### src/rtl/gaussian_dsm_writer.sv
// DSM status writer: snapshots AFU status into one 64B line, writes it to the host DSM
// over c1 and waits for the tagged write response.
module gaussian_dsm_writer #(
   parameter int          ADDR_WIDTH  = 42,
   parameter int          STATE_WIDTH = 8,
   parameter logic [15:0] MDATA_TAG   = 16'hD5A0,
   parameter int          RSP_TIMEOUT = 4096
) (
   input  logic                   clk,
   input  logic                   reset,
   input  logic [ADDR_WIDTH-1:0]  dsm_base,
   input  logic                   status_req,
   input  logic                   run_start,
   input  logic                   run_active,
   input  logic [63:0]            c0tx_cnt,
   input  logic [63:0]            c1tx_cnt,
   input  logic [STATE_WIDTH-1:0] rd_state,
   input  logic [STATE_WIDTH-1:0] wr_state,
   output logic                   c1tx_valid,
   output logic [ADDR_WIDTH-1:0]  c1tx_addr,
   output logic [511:0]           c1tx_data,
   output logic [15:0]            c1tx_mdata,
   input  logic                   c1tx_almfull,
   input  logic                   c1rx_wrrsp_valid,
   input  logic [15:0]            c1rx_mdata,
   output logic                   busy,
   output logic                   status_done,
   output logic                   dsm_err
);

   // state    | meaning
   // IDLE     | waiting for status_req or a pending request
   // ISSUE    | snapshot captured, waiting for c1 almost-full to drop
   // WAIT_RSP | write sent, waiting for the tagged response or timeout
   typedef enum logic [1:0] {IDLE, ISSUE, WAIT_RSP} state_t;

   localparam int TW = $clog2(RSP_TIMEOUT + 1);

   state_t        state;
   logic [31:0]   seq;
   logic [63:0]   run_cycles;
   logic          pending;
   logic [TW-1:0] timer;
   logic [511:0]  line;

   always_comb begin
      line          = '0;
      line[0]       = 1'b1;
      line[63:32]   = seq + 32'd1;
      line[127:64]  = c0tx_cnt;
      line[191:128] = c1tx_cnt;
      line[255:192] = 64'(rd_state);
      line[319:256] = 64'(wr_state);
      line[383:320] = run_cycles;
   end

   always_ff @(posedge clk) begin
      if (reset) begin
         state       <= IDLE;
         seq         <= '0;
         run_cycles  <= '0;
         pending     <= 1'b0;
         timer       <= '0;
         c1tx_valid  <= 1'b0;
         c1tx_addr   <= '0;
         c1tx_data   <= '0;
         c1tx_mdata  <= '0;
         busy        <= 1'b0;
         status_done <= 1'b0;
         dsm_err     <= 1'b0;
      end else begin
         if (run_start)
            run_cycles <= '0;
         else if (run_active)
            run_cycles <= run_cycles + 64'd1;

         c1tx_valid  <= 1'b0;
         status_done <= 1'b0;
         if (status_req && state != IDLE)
            pending <= 1'b1;

         case (state)
            IDLE: begin
               if (status_req || pending) begin
                  pending <= 1'b0;
                  if (dsm_base == '0) begin
                     dsm_err <= 1'b1;
                  end else begin
                     c1tx_addr  <= dsm_base;
                     c1tx_data  <= line;
                     c1tx_mdata <= MDATA_TAG;
                     busy       <= 1'b1;
                     state      <= ISSUE;
                  end
               end
            end
            ISSUE: begin
               if (!c1tx_almfull) begin
                  c1tx_valid <= 1'b1;
                  timer      <= TW'(RSP_TIMEOUT - 1);
                  state      <= WAIT_RSP;
               end
            end
            WAIT_RSP: begin
               if (c1rx_wrrsp_valid && c1rx_mdata == MDATA_TAG) begin
                  seq         <= seq + 32'd1;
                  status_done <= 1'b1;
                  busy        <= 1'b0;
                  state       <= IDLE;
               end else if (timer == '0) begin
                  dsm_err <= 1'b1;
                  busy    <= 1'b0;
                  state   <= IDLE;
               end else begin
                  timer <= timer - TW'(1);
               end
            end
            default: state <= IDLE;
         endcase
      end
   end

endmodule

### config.mk
export PLATFORM = sky130hd
export DESIGN_NAME = gaussian_dsm_writer
export DESIGN_NICKNAME = d
export VERILOG_FILES = /design/src/rtl/gaussian_dsm_writer.sv
export SDC_FILE = /design/constraint.sdc
export NUM_CORES = 1
export LEC_CHECK = 0
export ABC_AREA = 1
export CAP_MARGIN = 10
export CORE_AREA = 4 4 306 308
export DETAILED_ROUTE_END_ITERATION = 6
export DIE_AREA = 0 0 310 312
export PLACE_DENSITY = 0.48
export SLEW_MARGIN = 20
export SYNTH_ARGS = -nofsm -noshare
export SYNTH_HDL_FRONTEND = slang
export SYNTH_SLANG_ARGS = --single-unit
### constraint.sdc
create_clock -name clk -period 2.3 [get_ports clk]
set_input_delay 0.46 -clock clk [delete_from_list [all_inputs] [get_ports clk]]
set_output_delay 0.46 -clock clk [all_outputs]
set_load 0.1 [all_outputs]
==> impl_metrics.toml, run 1 <==
[detailed_routing]
drt_iter0_markers = 1174
drcViolationCount = 0
drt_wl_total_um = 78700
vias = 19100
drtPass1Iterations = 7
antenna_left = 0
routedWlPerCell_um = 17.5
vias_per_cell = 4.25

[critical_path]
crit_end = "c1tx_data[338]"
cp.required_ns = 2.81
worstPathMaxFanout = 9
cpMostUsedCell = "nand2_1"
worstRegToRegCells = 10
r2r_end = "c1tx_data[58]"
slowest_stage = "clkdlybuf4s50_1"
critPathLaunchType = "primary input"
reg2reg_slack_ns = 0.32
startpoint = "dsm_base[34]"
crit_type = "in2reg"
critPathCaptureType = "register"
cp_cell_sequence = "clkdlybuf4s50_1 -> nor2_4 -> nand2_1 -> nor2_1 -> nand2_1 -> nor2_2 -> nand2_8 -> nand3_4 -> buf_12 -> buf_16 -> clkbuf_16 -> nand2_1 -> a21oi_1"
r2r_start = "seq[0]"
crit_arrival_ns = 2.66
critPathMaxStageDelay_ns = 0.48

[floorplanning]
num_rows = 111
io_pins = 783
fp.coreArea_sq_um = 91100
die_w_um = 310
dieArea_sq_um = 96700
start_util_pct = 21.6
die_y_um = 312

[finish]
seq_area_sq_um = 7990
final_common_cell = "nand2_1"
nets = 3486
fillerInstances = 9983
final_cell_mix = "nand2_1, dfxtp_1, buf_4"
final_area_sq_um = 27300
drive_gt1_share_pct = 16.6
final_cells = 4497
multi_input_area_sq_um = 9320
synthToLayoutAreaGrowth_pct = 38.6

[power_and_ir_drop]
power_frac_comb_pct = 35.6
swShare_pct = 42.0
powerDensity_nw_per_um2 = 899
ir_drop_mv = 0.559
clkPwrFrac_pct = 33.4
p_seq_share_pct = 31.0
p_leak_uw = 0.0112
p_sw_uw = 10300
internal_power_uw = 14200
power.total_uw = 24500

[cts]
clock_sinks = 399
numCtsBuffers = 50
ctsRootBufferMaster = "clkbuf_16"
cts_hold_buf = 0
clockBufferDepth = 3
cts_tree = "done"
htreeDepth = 2
clk_pin_slew_ns = 0.06
clkLatencyLatePin_ns = 0.59

[synth]
yosys_warnings = 0
synth_cell_types = 38
synth_cells = 2741
syn_area_sq_um = 19700
ys_seq_area_share_pct = 40.5
synth_fa_ha_area_share_pct = 0.254
synthMuxAreaShare_pct = 0
postSynthAreaPerCell_sq_um = 7.19
synth-xor-area-share_pct = 1.73
synth-simple-area-share_pct = 30.4
synth_compound_area_share_pct = 9.08
ys_ff_latch = 399
synth_edf_count = 0
synth_top_family_by_area = "simple AND/OR/NAND/NOR gates"
async_flop_share_pct = 0
synth_ff_type = "dfxtp_1"

[timing]
clock_skew_ns = 0.0163
maxSlewHeadroom_pct = 28.4
worst_pin_slew_ns = 1.07
setup_slack_ns = 0.154
hold_violations = 0
fin_crit_ns = 2.15
setup-tns-final_ns = 0
fin_crit_sh_pct = 93.3
max_freq_mhz = 466
finalSetupViolations = 0
grt_setup_unrepaired = "no"
slew_violations = 0

[placed_design]
pre_cts_slack_ns = -1.08
hpwlAfterDp_um = 57000
dp_cells = 4387
io_buffers = 502
placed_area_sq_um = 25000
place.gp.congestion = 0.859

[global_route]
antenna_found_initial = 4
gr-total-overflow = 0
grt_pass1_wl_um = 111000
grt_max_degree = 172
grtUsageTotal_pct = 14.7
grt_pass1_vias = 17800

[flow_run]
max_cap_violations = 0

[min_path]
min_path_type = "in2reg"

[run_status]
status = "completed"
-- state kept, by name, summed over array words and instances, names as in the netlist --
register	count
timer	13
c1tx_valid	1
run_cycles	64
status_done	1
c1tx_data	241
seq	32
state	2
dsm_err	1
c1tx_addr	42
busy	1
pending	1
-- cells in the mapped netlist, types with 2 or more instances --
cell / number / area (sq um)
a21oi_1: 303 / 1520
nor2_1: 275 / 1030
o22ai_1: 2 / 12.5
buf_8: 2 / 30.0
or2_2: 3 / 18.8
o21ai_0: 43 / 215
nor3_1: 34 / 170
clkinv_1: 3 / 11.3
or2_1: 2 / 12.5
nand3_1: 84 / 420
nor2b_1: 4 / 25.0
inv_1: 141 / 529
buf_2: 15 / 75.1
nand3b_1: 5 / 37.5
buf_1: 31 / 116
clkbuf_1: 95 / 357
nand4_1: 285 / 1780
xnor2_1: 8 / 70.1
nor4_1: 4 / 25.0
and3_1: 2 / 12.5
nor3b_1: 2 / 15.0
o21a_1: 3 / 22.5
buf_4: 290 / 2180
dfxtp_1: 399 / 7990
and2_1: 2 / 12.5
ha_1: 4 / 50.1
nor2_2: 3 / 18.8
nand2_1: 637 / 2390
xor2_1: 31 / 272
buf_6: 21 / 236
-- metal layers --
| metal | up-vias | GRT usage, % | share of wire (%) |
|---|---|---|---|
| met5 | - | 0 | 0.017 |
| met4 | 2 | 3.03 | 1.9 |
| met3 | 77 | 3.44 | 6.8 |
| met2 | 588 | 24.5 | 47 |
| met1 | 8817 | 19.2 | 44 |
| li1 | 9611 | - | - |
-- power groups by stage --
| stage | sequential [uW] | clock (uW) | combinational (uW) |
|---|---|---|---|
| final | 7610 | 8190 | 8740 |
| after detailed placement | 7760 | 0 | 8360 |
| after floorplan | 10400 | 0 | 4200 |
| after global routing | 7660 | 8760 | 9130 |
| after CTS | 7610 | 8500 | 8430 |
| after global placement | 7760 | 0 | 8370 |
-- cell families after synthesis --
logic type | Yosys count
compound gates | 354
buf+inv | 600
flops | 399
other cells | 1
simple gates | 1344
xor+xnor | 39
fa+ha+maj | 4
-- how the worst min path moves through the flow --
stage | from | to | slack, ns | cells past startpoint
2_1_floorplan | run_cycles[13] | run_cycles[13] | 0.46 | 1
3_3_place_gp | dsm_err | dsm_err | 0.44 | 2
3_5_place_dp | busy | busy | 0.45 | 2
4_1_cts | reset | run_cycles[0] | 0.15 | 4
5_1_grt | dsm_base[30] | c1tx_addr[30] | 0.20 | 3
6_report | reset | run_cycles[0] | 0.20 | 4
-- metrics by stage --
stage,util (%),hold slack (ns)
finish,30.0,0.203
global placement,27.5,0.440
detailed placement,27.5,0.447
global route,30.0,0.198
CTS,29.4,0.153
floorplan,-,0.456
-- final cells by class --
type | instances | area share (%)
multi-input cells | 2021 | 34.1
flip-flops and latches | 399 | 29.2
repair buffers | 656 | 23.0
clock buffers | 79 | 5.57
well taps | 1186 | 5.43
inverters | 145 | 2.02
clock inverters | 10 | 0.641
diodes | 1 | 0.00916
-- timing repair --
| action | in CTS | in global routing |
|---|---|---|
| cloned | 1 | 16 |
| pin swaps | 2 | 7 |
| gates resized for setup | 9 | 35 |
| setup buffers | 1 | 3 |
| endpoints found under the setup margin | 286 | 278 |
-- critical path, delay by kind of cell --
| kind | cells | cell delay (ns) |
|---|---|---|
| compound gates | 1 | 0.12 |
| buf+inv | 4 | 1.00 |
| simple gates | 8 | 1.04 |
Note: power is estimated with default switching activity, not from simulation.
==> inputs of run 2 (changes only) <==
--- a/config.mk
+++ b/config.mk
@@ -10,6 +10,7 @@
 export CORE_AREA = 4 4 306 308
 export DETAILED_ROUTE_END_ITERATION = 6
 export DIE_AREA = 0 0 310 312
+export HOLD_SLACK_MARGIN = 0.05
 export PLACE_DENSITY = 0.48
 export SLEW_MARGIN = 20
 export SYNTH_ARGS = -nofsm -noshare
==> results of run 2 <==
Same layout as run 1: the final DEF is identical, and so are final timing and power.
